--- config.mk ---
export PLATFORM = sky130hd
export DESIGN_NAME = memory_bus_arbiter_flat
export DESIGN_NICKNAME = d
export VERILOG_FILES = /design/src/rtl/memory_bus_arbiter_if.sv /design/src/rtl/memory_bus_arbiter.sv /design/src/flat_wrapper.sv
export SDC_FILE = /design/constraint.sdc
export NUM_CORES = 1
export LEC_CHECK = 0
export CAP_MARGIN = 40
export CORE_AREA = 8 8 134 99
export DETAILED_ROUTE_END_ITERATION = 8
export DIE_AREA = 0 0 142 107
export PLACE_DENSITY = 0.85
export SYNTH_ARGS = -nofsm -noshare
export SYNTH_HDL_FRONTEND = slang
export SYNTH_SLANG_ARGS = --single-unit
--- constraint.sdc ---
create_clock -name clk -period 2.4 [get_ports clk]
set_input_delay 0.48 -clock clk [delete_from_list [all_inputs] [get_ports clk]]
set_output_delay 0.48 -clock clk [all_outputs]
set_load 0.02 [all_outputs]
--- src/rtl/memory_bus_arbiter_if.sv ---
// memory_bus_arbiter_if: requester (I/D cache) and external-memory handshake bundle for memory_bus_arbiter
// Signals: i_*/d_* request, address, write data and response per cache port; memory_* to/from the memory.
// Modports: slave = arbiter side, master = environment side (caches + memory).
interface memory_bus_arbiter_if #(
  parameter int DATA_WIDTH = 32,
  parameter int ADDR_WIDTH = 32
);
  logic                  i_read_request;
  logic                  i_write_request;
  logic [ADDR_WIDTH-1:0] i_addr;
  logic [DATA_WIDTH-1:0] i_write_data;
  logic [DATA_WIDTH-1:0] i_read_data;
  logic                  i_response;
  logic                  d_read_request;
  logic                  d_write_request;
  logic [ADDR_WIDTH-1:0] d_addr;
  logic [DATA_WIDTH-1:0] d_write_data;
  logic [DATA_WIDTH-1:0] d_read_data;
  logic                  d_response;
  logic                  memory_read_request;
  logic                  memory_write_request;
  logic [ADDR_WIDTH-1:0] memory_addr;
  logic [DATA_WIDTH-1:0] memory_write_data;
  logic [DATA_WIDTH-1:0] memory_read_data;
  logic                  memory_response;
  logic                  bus_error;
  modport slave (
    input  i_read_request, i_write_request, i_addr, i_write_data,
    input  d_read_request, d_write_request, d_addr, d_write_data,
    input  memory_read_data, memory_response,
    output i_read_data, i_response, d_read_data, d_response,
    output memory_read_request, memory_write_request, memory_addr, memory_write_data, bus_error
  );
  modport master (
    output i_read_request, i_write_request, i_addr, i_write_data,
    output d_read_request, d_write_request, d_addr, d_write_data,
    output memory_read_data, memory_response,
    input  i_read_data, i_response, d_read_data, d_response,
    input  memory_read_request, memory_write_request, memory_addr, memory_write_data, bus_error
  );
endinterface

--- src/rtl/memory_bus_arbiter.sv ---
// memory_bus_arbiter: round-robin sharing of one memory port between I-cache and D-cache, one transaction in flight
// Ports: clk (rising edge), reset (async, active-low), bus (memory_bus_arbiter_if.slave: cache ports + memory port).
// Optional: define ARBITER_TIMEOUT_EN to abort a grant after TIMEOUT_CYCLES cycles with a bus_error pulse.
module memory_bus_arbiter #(
  parameter int DATA_WIDTH     = 32,
  parameter int ADDR_WIDTH     = 32,
  parameter int TIMEOUT_CYCLES = 256
) (
  input logic                 clk,
  input logic                 reset,
  memory_bus_arbiter_if.slave bus
);
  typedef enum logic [1:0] {IDLE, GRANT_I, GRANT_D} state_t;
  state_t                r_state, w_next;
  logic                  r_last_d, r_rd, r_wr;
  logic [ADDR_WIDTH-1:0] r_addr, w_sel_addr;
  logic [DATA_WIDTH-1:0] r_wdata, w_sel_wdata;
  logic                  w_i_pend, w_d_pend, w_pick_d, w_grant, w_done, w_timeout, w_sel_rd, w_sel_wr;
  if (TIMEOUT_CYCLES < 2) begin : g_bad_timeout
    $error("TIMEOUT_CYCLES must be at least 2");
  end
`ifdef ARBITER_TIMEOUT_EN
  localparam int CW = $clog2(TIMEOUT_CYCLES);
  localparam logic [CW-1:0] LAST = CW'(TIMEOUT_CYCLES - 1);
  logic [CW-1:0] r_cnt;
  // Zero on every IDLE cycle so each grant starts counting from 0; a grant always leaves before LAST+1.
  always_ff @(posedge clk or negedge reset)
    if (!reset) r_cnt <= '0;
    else r_cnt <= (r_state == IDLE || bus.memory_response) ? '0 : r_cnt + 1'b1;
  assign w_timeout = r_state != IDLE && r_cnt == LAST;
`else
  assign w_timeout = 1'b0;
`endif
  always_comb begin
    w_i_pend    = bus.i_read_request | bus.i_write_request;
    w_d_pend    = bus.d_read_request | bus.d_write_request;
    // On a tie the port that did not own the last transaction wins.
    w_pick_d    = w_d_pend & (~w_i_pend | ~r_last_d);
    w_grant     = r_state == IDLE && (w_i_pend || w_d_pend);
    w_done      = r_state != IDLE && (bus.memory_response || w_timeout);
    w_sel_wr    = w_pick_d ? bus.d_write_request : bus.i_write_request;
    w_sel_rd    = ~w_sel_wr & (w_pick_d ? bus.d_read_request : bus.i_read_request);
    w_sel_addr  = w_pick_d ? bus.d_addr : bus.i_addr;
    w_sel_wdata = w_pick_d ? bus.d_write_data : bus.i_write_data;
    w_next      = w_grant ? (w_pick_d ? GRANT_D : GRANT_I) : w_done ? IDLE : r_state;
  end
  // Completion returns to IDLE rather than re-arbitrating, so the requester's still-held request is not re-granted stale.
  always_ff @(posedge clk or negedge reset)
    if (!reset) begin
      r_state  <= IDLE;
      r_last_d <= 1'b0;
      r_rd     <= 1'b0;
      r_wr     <= 1'b0;
      r_addr   <= '0;
      r_wdata  <= '0;
    end else begin
      r_state <= w_next;
      if (w_grant) begin
        r_rd    <= w_sel_rd;
        r_wr    <= w_sel_wr;
        r_addr  <= w_sel_addr;
        r_wdata <= w_sel_wdata;
      end else if (w_done) begin
        r_rd     <= 1'b0;
        r_wr     <= 1'b0;
        r_last_d <= r_state == GRANT_D;
      end
    end
  assign bus.memory_read_request  = r_rd;
  assign bus.memory_write_request = r_wr;
  assign bus.memory_addr          = r_addr;
  assign bus.memory_write_data    = r_wdata;
  assign bus.i_response           = w_done && r_state == GRANT_I;
  assign bus.d_response           = w_done && r_state == GRANT_D;
  assign bus.i_read_data          = bus.memory_read_data;
  assign bus.d_read_data          = bus.memory_read_data;
  // A response arriving on the timeout cycle wins, so no error is flagged then.
  assign bus.bus_error            = w_timeout & ~bus.memory_response;
endmodule
--- src/flat_wrapper.sv ---
// flat-port wrapper written by rule: the top's interface ports become plain ports
module memory_bus_arbiter_flat 
#(
  parameter int DATA_WIDTH     = 32,
  parameter int ADDR_WIDTH     = 32,
  parameter int TIMEOUT_CYCLES = 256
)
  (clk, reset, bus_i_read_request, bus_i_write_request, bus_i_addr, bus_i_write_data, bus_d_read_request, bus_d_write_request, bus_d_addr, bus_d_write_data, bus_memory_read_data, bus_memory_response, bus_i_read_data, bus_i_response, bus_d_read_data, bus_d_response, bus_memory_read_request, bus_memory_write_request, bus_memory_addr, bus_memory_write_data, bus_bus_error);
  memory_bus_arbiter_if #(.DATA_WIDTH(DATA_WIDTH), .ADDR_WIDTH(ADDR_WIDTH)) bus_i ();
  input logic clk;
  input logic reset;
  input wire logic [$bits(bus_i.i_read_request)-1:0] bus_i_read_request;
  input wire logic [$bits(bus_i.i_write_request)-1:0] bus_i_write_request;
  input wire logic [$bits(bus_i.i_addr)-1:0] bus_i_addr;
  input wire logic [$bits(bus_i.i_write_data)-1:0] bus_i_write_data;
  input wire logic [$bits(bus_i.d_read_request)-1:0] bus_d_read_request;
  input wire logic [$bits(bus_i.d_write_request)-1:0] bus_d_write_request;
  input wire logic [$bits(bus_i.d_addr)-1:0] bus_d_addr;
  input wire logic [$bits(bus_i.d_write_data)-1:0] bus_d_write_data;
  input wire logic [$bits(bus_i.memory_read_data)-1:0] bus_memory_read_data;
  input wire logic [$bits(bus_i.memory_response)-1:0] bus_memory_response;
  output wire logic [$bits(bus_i.i_read_data)-1:0] bus_i_read_data;
  output wire logic [$bits(bus_i.i_response)-1:0] bus_i_response;
  output wire logic [$bits(bus_i.d_read_data)-1:0] bus_d_read_data;
  output wire logic [$bits(bus_i.d_response)-1:0] bus_d_response;
  output wire logic [$bits(bus_i.memory_read_request)-1:0] bus_memory_read_request;
  output wire logic [$bits(bus_i.memory_write_request)-1:0] bus_memory_write_request;
  output wire logic [$bits(bus_i.memory_addr)-1:0] bus_memory_addr;
  output wire logic [$bits(bus_i.memory_write_data)-1:0] bus_memory_write_data;
  output wire logic [$bits(bus_i.bus_error)-1:0] bus_bus_error;
  assign bus_i.i_read_request = bus_i_read_request;
  assign bus_i.i_write_request = bus_i_write_request;
  assign bus_i.i_addr = bus_i_addr;
  assign bus_i.i_write_data = bus_i_write_data;
  assign bus_i.d_read_request = bus_d_read_request;
  assign bus_i.d_write_request = bus_d_write_request;
  assign bus_i.d_addr = bus_d_addr;
  assign bus_i.d_write_data = bus_d_write_data;
  assign bus_i.memory_read_data = bus_memory_read_data;
  assign bus_i.memory_response = bus_memory_response;
  assign bus_i_read_data = bus_i.i_read_data;
  assign bus_i_response = bus_i.i_response;
  assign bus_d_read_data = bus_i.d_read_data;
  assign bus_d_response = bus_i.d_response;
  assign bus_memory_read_request = bus_i.memory_read_request;
  assign bus_memory_write_request = bus_i.memory_write_request;
  assign bus_memory_addr = bus_i.memory_addr;
  assign bus_memory_write_data = bus_i.memory_write_data;
  assign bus_bus_error = bus_i.bus_error;
  memory_bus_arbiter #(.DATA_WIDTH(DATA_WIDTH), .ADDR_WIDTH(ADDR_WIDTH), .TIMEOUT_CYCLES(TIMEOUT_CYCLES)) u_core (.clk(clk), .reset(reset), .bus(bus_i));
endmodule
==> results of run 1 <==
-- cell usage after synthesis (all sizes together) (2+ instances only) --
master / count
inv: 3
dfrtp: 69
buf: 85
or2: 3
nor2: 3
a21oi: 2
o21ai: 66
a311oi: 64
clkbuf: 29
and3: 2
a2bb2oi: 64
-- per-stage QoR --
step	total power [mW]	utilization [%]
detailed placement	6.77	50.9
global placement	6.65	50.9
global route	8.70	53.9
finish	8.27	53.9
floorplan	4.93	-
CTS	8.33	53.9
-- power by group --
part	leakage, nW	switching [mW]	internal [mW]
combinational	1.27	2.28	2.32
sequential	0.781	0.379	1.78
clock	0.167	0.479	1.04
-- cell families (layout without fill, tap and decap cells) --
group / count (synthesis) / in the layout / synth area share, %
compound gates: 202 / 202 / 37.4
buf+inv: 117 / 234 / 17.8
flops: 69 / 69 / 42.8
simple gates: 10 / 10 / 1.86
other cells: 1 / 1 / 0.0929
-- state kept, by name (all words and copies together), names as in the netlist --
register                         flops
u_core.bus.memory_addr              32
u_core.bus.memory_write_data        32
u_core.r_state                       2
u_core.bus.memory_read_request       1
u_core.bus.memory_write_request      1
u_core.r_last_d                      1
-- path summary, 6_finish.rpt --
kind	start	to	slack [ps]	depth (start not counted)
worst max-delay path	bus_memory_response	bus_i_response	190	3
worst min register to register	u_core.r_state[0]	u_core.r_last_d	530	1
worst min-delay path	reset	u_core.bus.memory_write_data[13]	220	1
worst max register to register	u_core.r_state[1]	u_core.bus.memory_read_request	650	4
min in group clk	u_core.r_state[0]	u_core.r_last_d	530	1
max in group asynchronous	reset	u_core.r_state[1]	1490	2
-- cells in the final DEF, fill, tap and decap left out, types with 2 or more instances in the layout --
| master | instances |
|---|---|
| buf_4 | 7 |
| a311oi_1 | 64 |
| or2_2 | 2 |
| o21ai_0 | 65 |
| clkbuf_1 | 2 |
| a2bb2oi_1 | 64 |
| clkdlybuf4s50_1 | 201 |
| bufinv_16 | 3 |
| dfrtp_1 | 69 |
| and3_1 | 2 |
| buf_12 | 6 |
| nor2_4 | 2 |
| a21oi_1 | 2 |
| inv_1 | 3 |
| clkbuf_16 | 9 |
-- per-layer routing --
layer	track usage [%]	vias to the layer above	routed length, um
li1	-	1727	-
met1	21.5	1916	5890
met2	28.7	261	6580
met3	7.81	28	1600
met4	5.50	0	227
met5	0	-	0
-- area by class of cell --
| class | count | share of cell area (%) |
|---|---|---|
| timing repair buffer | 215 | 36.0 |
| clock inverter | 4 | 1.57 |
| inverter | 3 | 0.185 |
| multi-input combinational | 213 | 26.5 |
| tap | 157 | 3.23 |
| clock buffer | 12 | 4.06 |
| sequential | 69 | 28.4 |
==> impl_metrics.tcl, run 1 <==
set metrics [dict create \
    cts_htree_levels 3 \
    hpwlAfterDp_um 10100 \
    ant_nets 0 \
    multiInputGateArea_um2 1610 \
    hold_buffers 0 \
    hold_ws_ps 217 \
    avgViaCountPerCell 5.84 \
    power_leakage_nw 2.22 \
    vias 3932 \
    pin_count 300 \
    die_area_um2 15200 \
    place_ws_ps 119 \
    cp_slowest_stage_delay_ps 600 \
    initial_utilization_pct 35.8 \
    synth-seq-area-share_pct 42.8 \
    crit_required_ps 1920 \
    routedWlPerCell_um 21.2 \
    cts_made_buffers 9 \
    clock.fmax_mhz 453 \
    yosys.area.top_type "dfrtp_1" \
    grt_pass1_wl_um 22200 \
    dieHeight_um 107 \
    clock_latency_ps 330 \
    drive_gt1_share_pct 6.78 \
    avgSynthCellArea_um2 10.1 \
    crit_fanout 3 \
    relSlewSlack_pct 50.1 \
    post_cts.repair.setup_buffers 0 \
    die_w_um 142 \
    synth_edf_count 0 \
    ir_worst_vdd_mv 0.744 \
    drt_first_pass_iters 4 \
    cts_resized 0 \
    ctsRootBufferMaster "clkbuf_16" \
    fin_area_um2 6080 \
    stdcell_count 673 \
    finalCriticalPeriod_ps 2210 \
    wl_um 14300 \
    drt_iter0_markers 223 \
    synthToLayoutAreaGrowth_pct 50.5 \
    core_region_area_um2 11300 \
    maxCapViolCount 0 \
    worst_slack_ps 192 \
    slowest_stage "clkdlybuf4s50_1" \
    hold_viol_final 0 \
    status "finished clean" \
    num_rows 33 \
    cts_tree "built" \
    grt_use_total_pct 17.9 \
    grt_pass1_vias 4147 \
    cpLargestDelayFamily "buffers and inverters" \
    clock_skew_ps 5.11 \
    min_period_over_period_pct 92.0 \
    tightestPinTransition_ps 748 \
    endpoint_kind "primary output" \
    synthCells 399 \
    place_area_um2 5730 \
    critPathBufInv 2 \
    synth_top_area_share_pct 42.8 \
    dp.cells 657 \
    crit_top_cell "clkdlybuf4s50_1" \
    setup_violations 0 \
    hold_path_class "input port to async pin" \
    drcViolationCount 0 \
    ys_warn_count 0 \
    ys_types 23 \
    antenna_found_initial 0 \
    worst_setup_path_start_kind "input port" \
    cts_buffer_depth 2 \
    yosys-top-cells-area "dfrtp_1 (43%), a2bb2oi_1 (14%), a311oi_1 (14%), buf_4 (13%), o21ai_0 (8.1%)" \
    tns_ps 0 \
    clk_pin_slew_worst_paths_ps 50 \
    fin_nets 678 \
    async_reset_ff_share_pct 100 \
    diodes 0 \
    synth_nets 566 \
    grt_overflow_total 0 \
    cts.sinks 69 \
    portBuffers 202 \
    worstPathArrival_ps 1730 \
    cp_cell_sequence "clkdlybuf4s50_1 > and3_1 > clkdlybuf4s50_1" \
    grt_max_degree 67 \
    drv_slew 0 \
    syn-cell-area_um2 4040 \
    path_class "input port to primary output" \
    rsz0062_at_grt "no" \
    ys.flop_type "dfrtp_1" \
    ys_ff_latch 69 \
    regArea_um2 1730 \
    power_density_nw_per_um2 1360 \
    gp_congestion 0.782 \
    fill_cells 962 \
]
Power figures use the tool's default switching activity.
==> inputs of run 2 (changes only) <==
--- a/config.mk
+++ b/config.mk
@@ -10,6 +10,7 @@
 export DETAILED_ROUTE_END_ITERATION = 8
 export DIE_AREA = 0 0 142 107
 export PLACE_DENSITY = 0.85
+export RECOVER_POWER = 25
 export SYNTH_ARGS = -nofsm -noshare
 export SYNTH_HDL_FRONTEND = slang
 export SYNTH_SLANG_ARGS = --single-unit
==> constraint.sdc (replaced) <==
create_clock -name clk -period 2.4 [get_ports clk]
set_input_delay 0.48 -clock clk [delete_from_list [all_inputs] [get_ports clk]]
set_output_delay 0.48 -clock clk [all_outputs]
set_load 0.005 [all_outputs]
==> impl_metrics.tcl, run 2 (synthesized netlist as in run 1, its figures left out) <==
set metrics [dict create \
    status "complete, but fails checks" \
    violations "max-capacitance violations, max-slew violations" \
    post_cts.repair.setup_buffers 0 \
    hold_viol_final 0 \
    portBuffers 202 \
    seqPwrFrac_pct 28.9 \
    drcViolationCount 0 \
    vias 3848 \
    cp_cell_sequence "clkdlybuf4s50_1 > and3_1 > clkdlybuf4s50_1" \
    tightestPinTransition_ps 1800 \
    combPwrFrac_pct 51.9 \
    hold_ws_ps 510 \
    cts_resized 0 \
    num_rows 33 \
    p_sw_mw 2.47 \
    die_w_um 142 \
    cp_slowest_stage_delay_ps 510 \
    fill_cells 940 \
    hold_buffers 0 \
    setup_violations 0 \
    internal_power_mw 5.04 \
    clock_skew_ps 4.00 \
    relSlewSlack_pct -19.9 \
    ir_worst_vdd_mv 0.836 \
    grt_overflow_total 0 \
    diodes 0 \
    fin_nets 679 \
    power_density_nw_per_um2 1240 \
    mostFrequentLayoutCells "clkdlybuf4s50_1 (201), dfrtp_1 (69), o21ai_0 (65)" \
    cpLargestDelayFamily "buffers and inverters" \
    slowest_stage "clkdlybuf4s50_1" \
    ctsRootBufferMaster "clkbuf_16" \
    drt_iter0_markers 256 \
    crit_required_ps 1920 \
    fin_util_pct 53.8 \
    dieHeight_um 107 \
    clk_pin_slew_worst_paths_ps 60 \
    cts_htree_levels 3 \
    pin_count 300 \
    rsz0062_at_grt "no" \
    worstPathArrival_ps 1640 \
    worst_setup_path_start_kind "input port" \
    path_class "input port to primary output" \
    power.share.clock_pct 19.1 \
    maxCapViolCount 1 \
    ant_nets 0 \
    drv_slew 32 \
    routedWlPerCell_um 20.8 \
    cts_buffer_depth 2 \
    drive_gt1_share_pct 6.96 \
    grt_pass1_vias 4065 \
    tns_ps 0 \
    min_period_over_period_pct 88.3 \
    gp_congestion 0.789 \
    cts_tree "built" \
    multiInputGateArea_um2 1610 \
    initial_utilization_pct 35.8 \
    cts_made_buffers 9 \
    crit_top_cell "clkdlybuf4s50_1" \
    synthToLayoutAreaGrowth_pct 50.3 \
    switching_share_pct 32.9 \
    power_leakage_nw 2.22 \
    wl_um 14000 \
    final_common_cell "clkdlybuf4s50_1" \
    avgViaCountPerCell 5.71 \
    clock.fmax_mhz 472 \
    antenna_found_initial 0 \
    clock_latency_ps 320 \
    cts.sinks 69 \
    grt_max_degree 66 \
    regArea_um2 1730 \
    crit_fanout 3 \
    grt_use_total_pct 18.0 \
    hpwlAfterDp_um 10200 \
    finalCriticalPeriod_ps 2120 \
    p_total_mw 7.51 \
    grt_pass1_wl_um 22200 \
    hold_path_class "register to register" \
    critPathBufInv 2 \
    die_area_um2 15200 \
    endpoint_kind "primary output" \
    core_region_area_um2 11300 \
    drt_first_pass_iters 4 \
]
-- run 2: per-stage QoR --
stage	cell area (um^2)	cells	setup WS, ps
floorplan	4040	399	872
global placement	5740	658	224
detailed placement	5740	658	143
CTS	6070	674	272
global route	6070	674	252
finish	6070	674	281
-- run 2: cell type report --
| type | instances | area share, % |
|---|---|---|
| clock buffer | 12 | 4.23 |
| tap | 157 | 3.24 |
| clock inverter | 4 | 1.15 |
| timing repair buffer | 216 | 36.2 |
| sequential | 69 | 28.5 |
| multi-input combinational | 213 | 26.5 |
| inverter | 3 | 0.186 |
-- run 2: worst paths after layout --
check / start / end / slack [ps] / cells after the start
worst max-delay path: bus_memory_response / bus_i_response / 280 / 3
worst min-delay path: u_core.r_state[0] / u_core.r_last_d / 510 / 1
worst max register to register: u_core.r_state[1] / u_core.bus.memory_write_request / 650 / 4
worst min register to register: u_core.r_state[0] / u_core.r_last_d / 510 / 1
max in group asynchronous: reset / u_core.bus.memory_addr[4] / 720 / 1
min in group asynchronous: reset / u_core.bus.memory_write_data[12] / 630 / 1
-- run 2: power by group through the flow --
stage | logic [mW] | clock network [mW] | registers, mW
after floorplan | 2.07 | 0 | 2.14
after global placement | 3.81 | 0 | 2.15
after detailed placement | 3.93 | 0 | 2.16
after CTS | 3.92 | 1.48 | 2.17
after global routing | 4.21 | 1.53 | 2.24
final | 3.90 | 1.44 | 2.17
-- run 2: worst reg2reg max path, cell delays in order, from the launching register on --
cell	delay [ps]
dfrtp_1	410
or2_2	380
buf_4	270
a211oi_1	400
a222oi_1	150
-- run 2: routing by layer --
metal  vias to the layer above  wire (um)  global-route usage [%]
li1                       1726          -                       -
met1                      1843       5800                    22.4
met2                       261       6470                    28.3
met3                        18       1670                    7.81
met4                         0        116                    4.20
met5                         -          0                       0
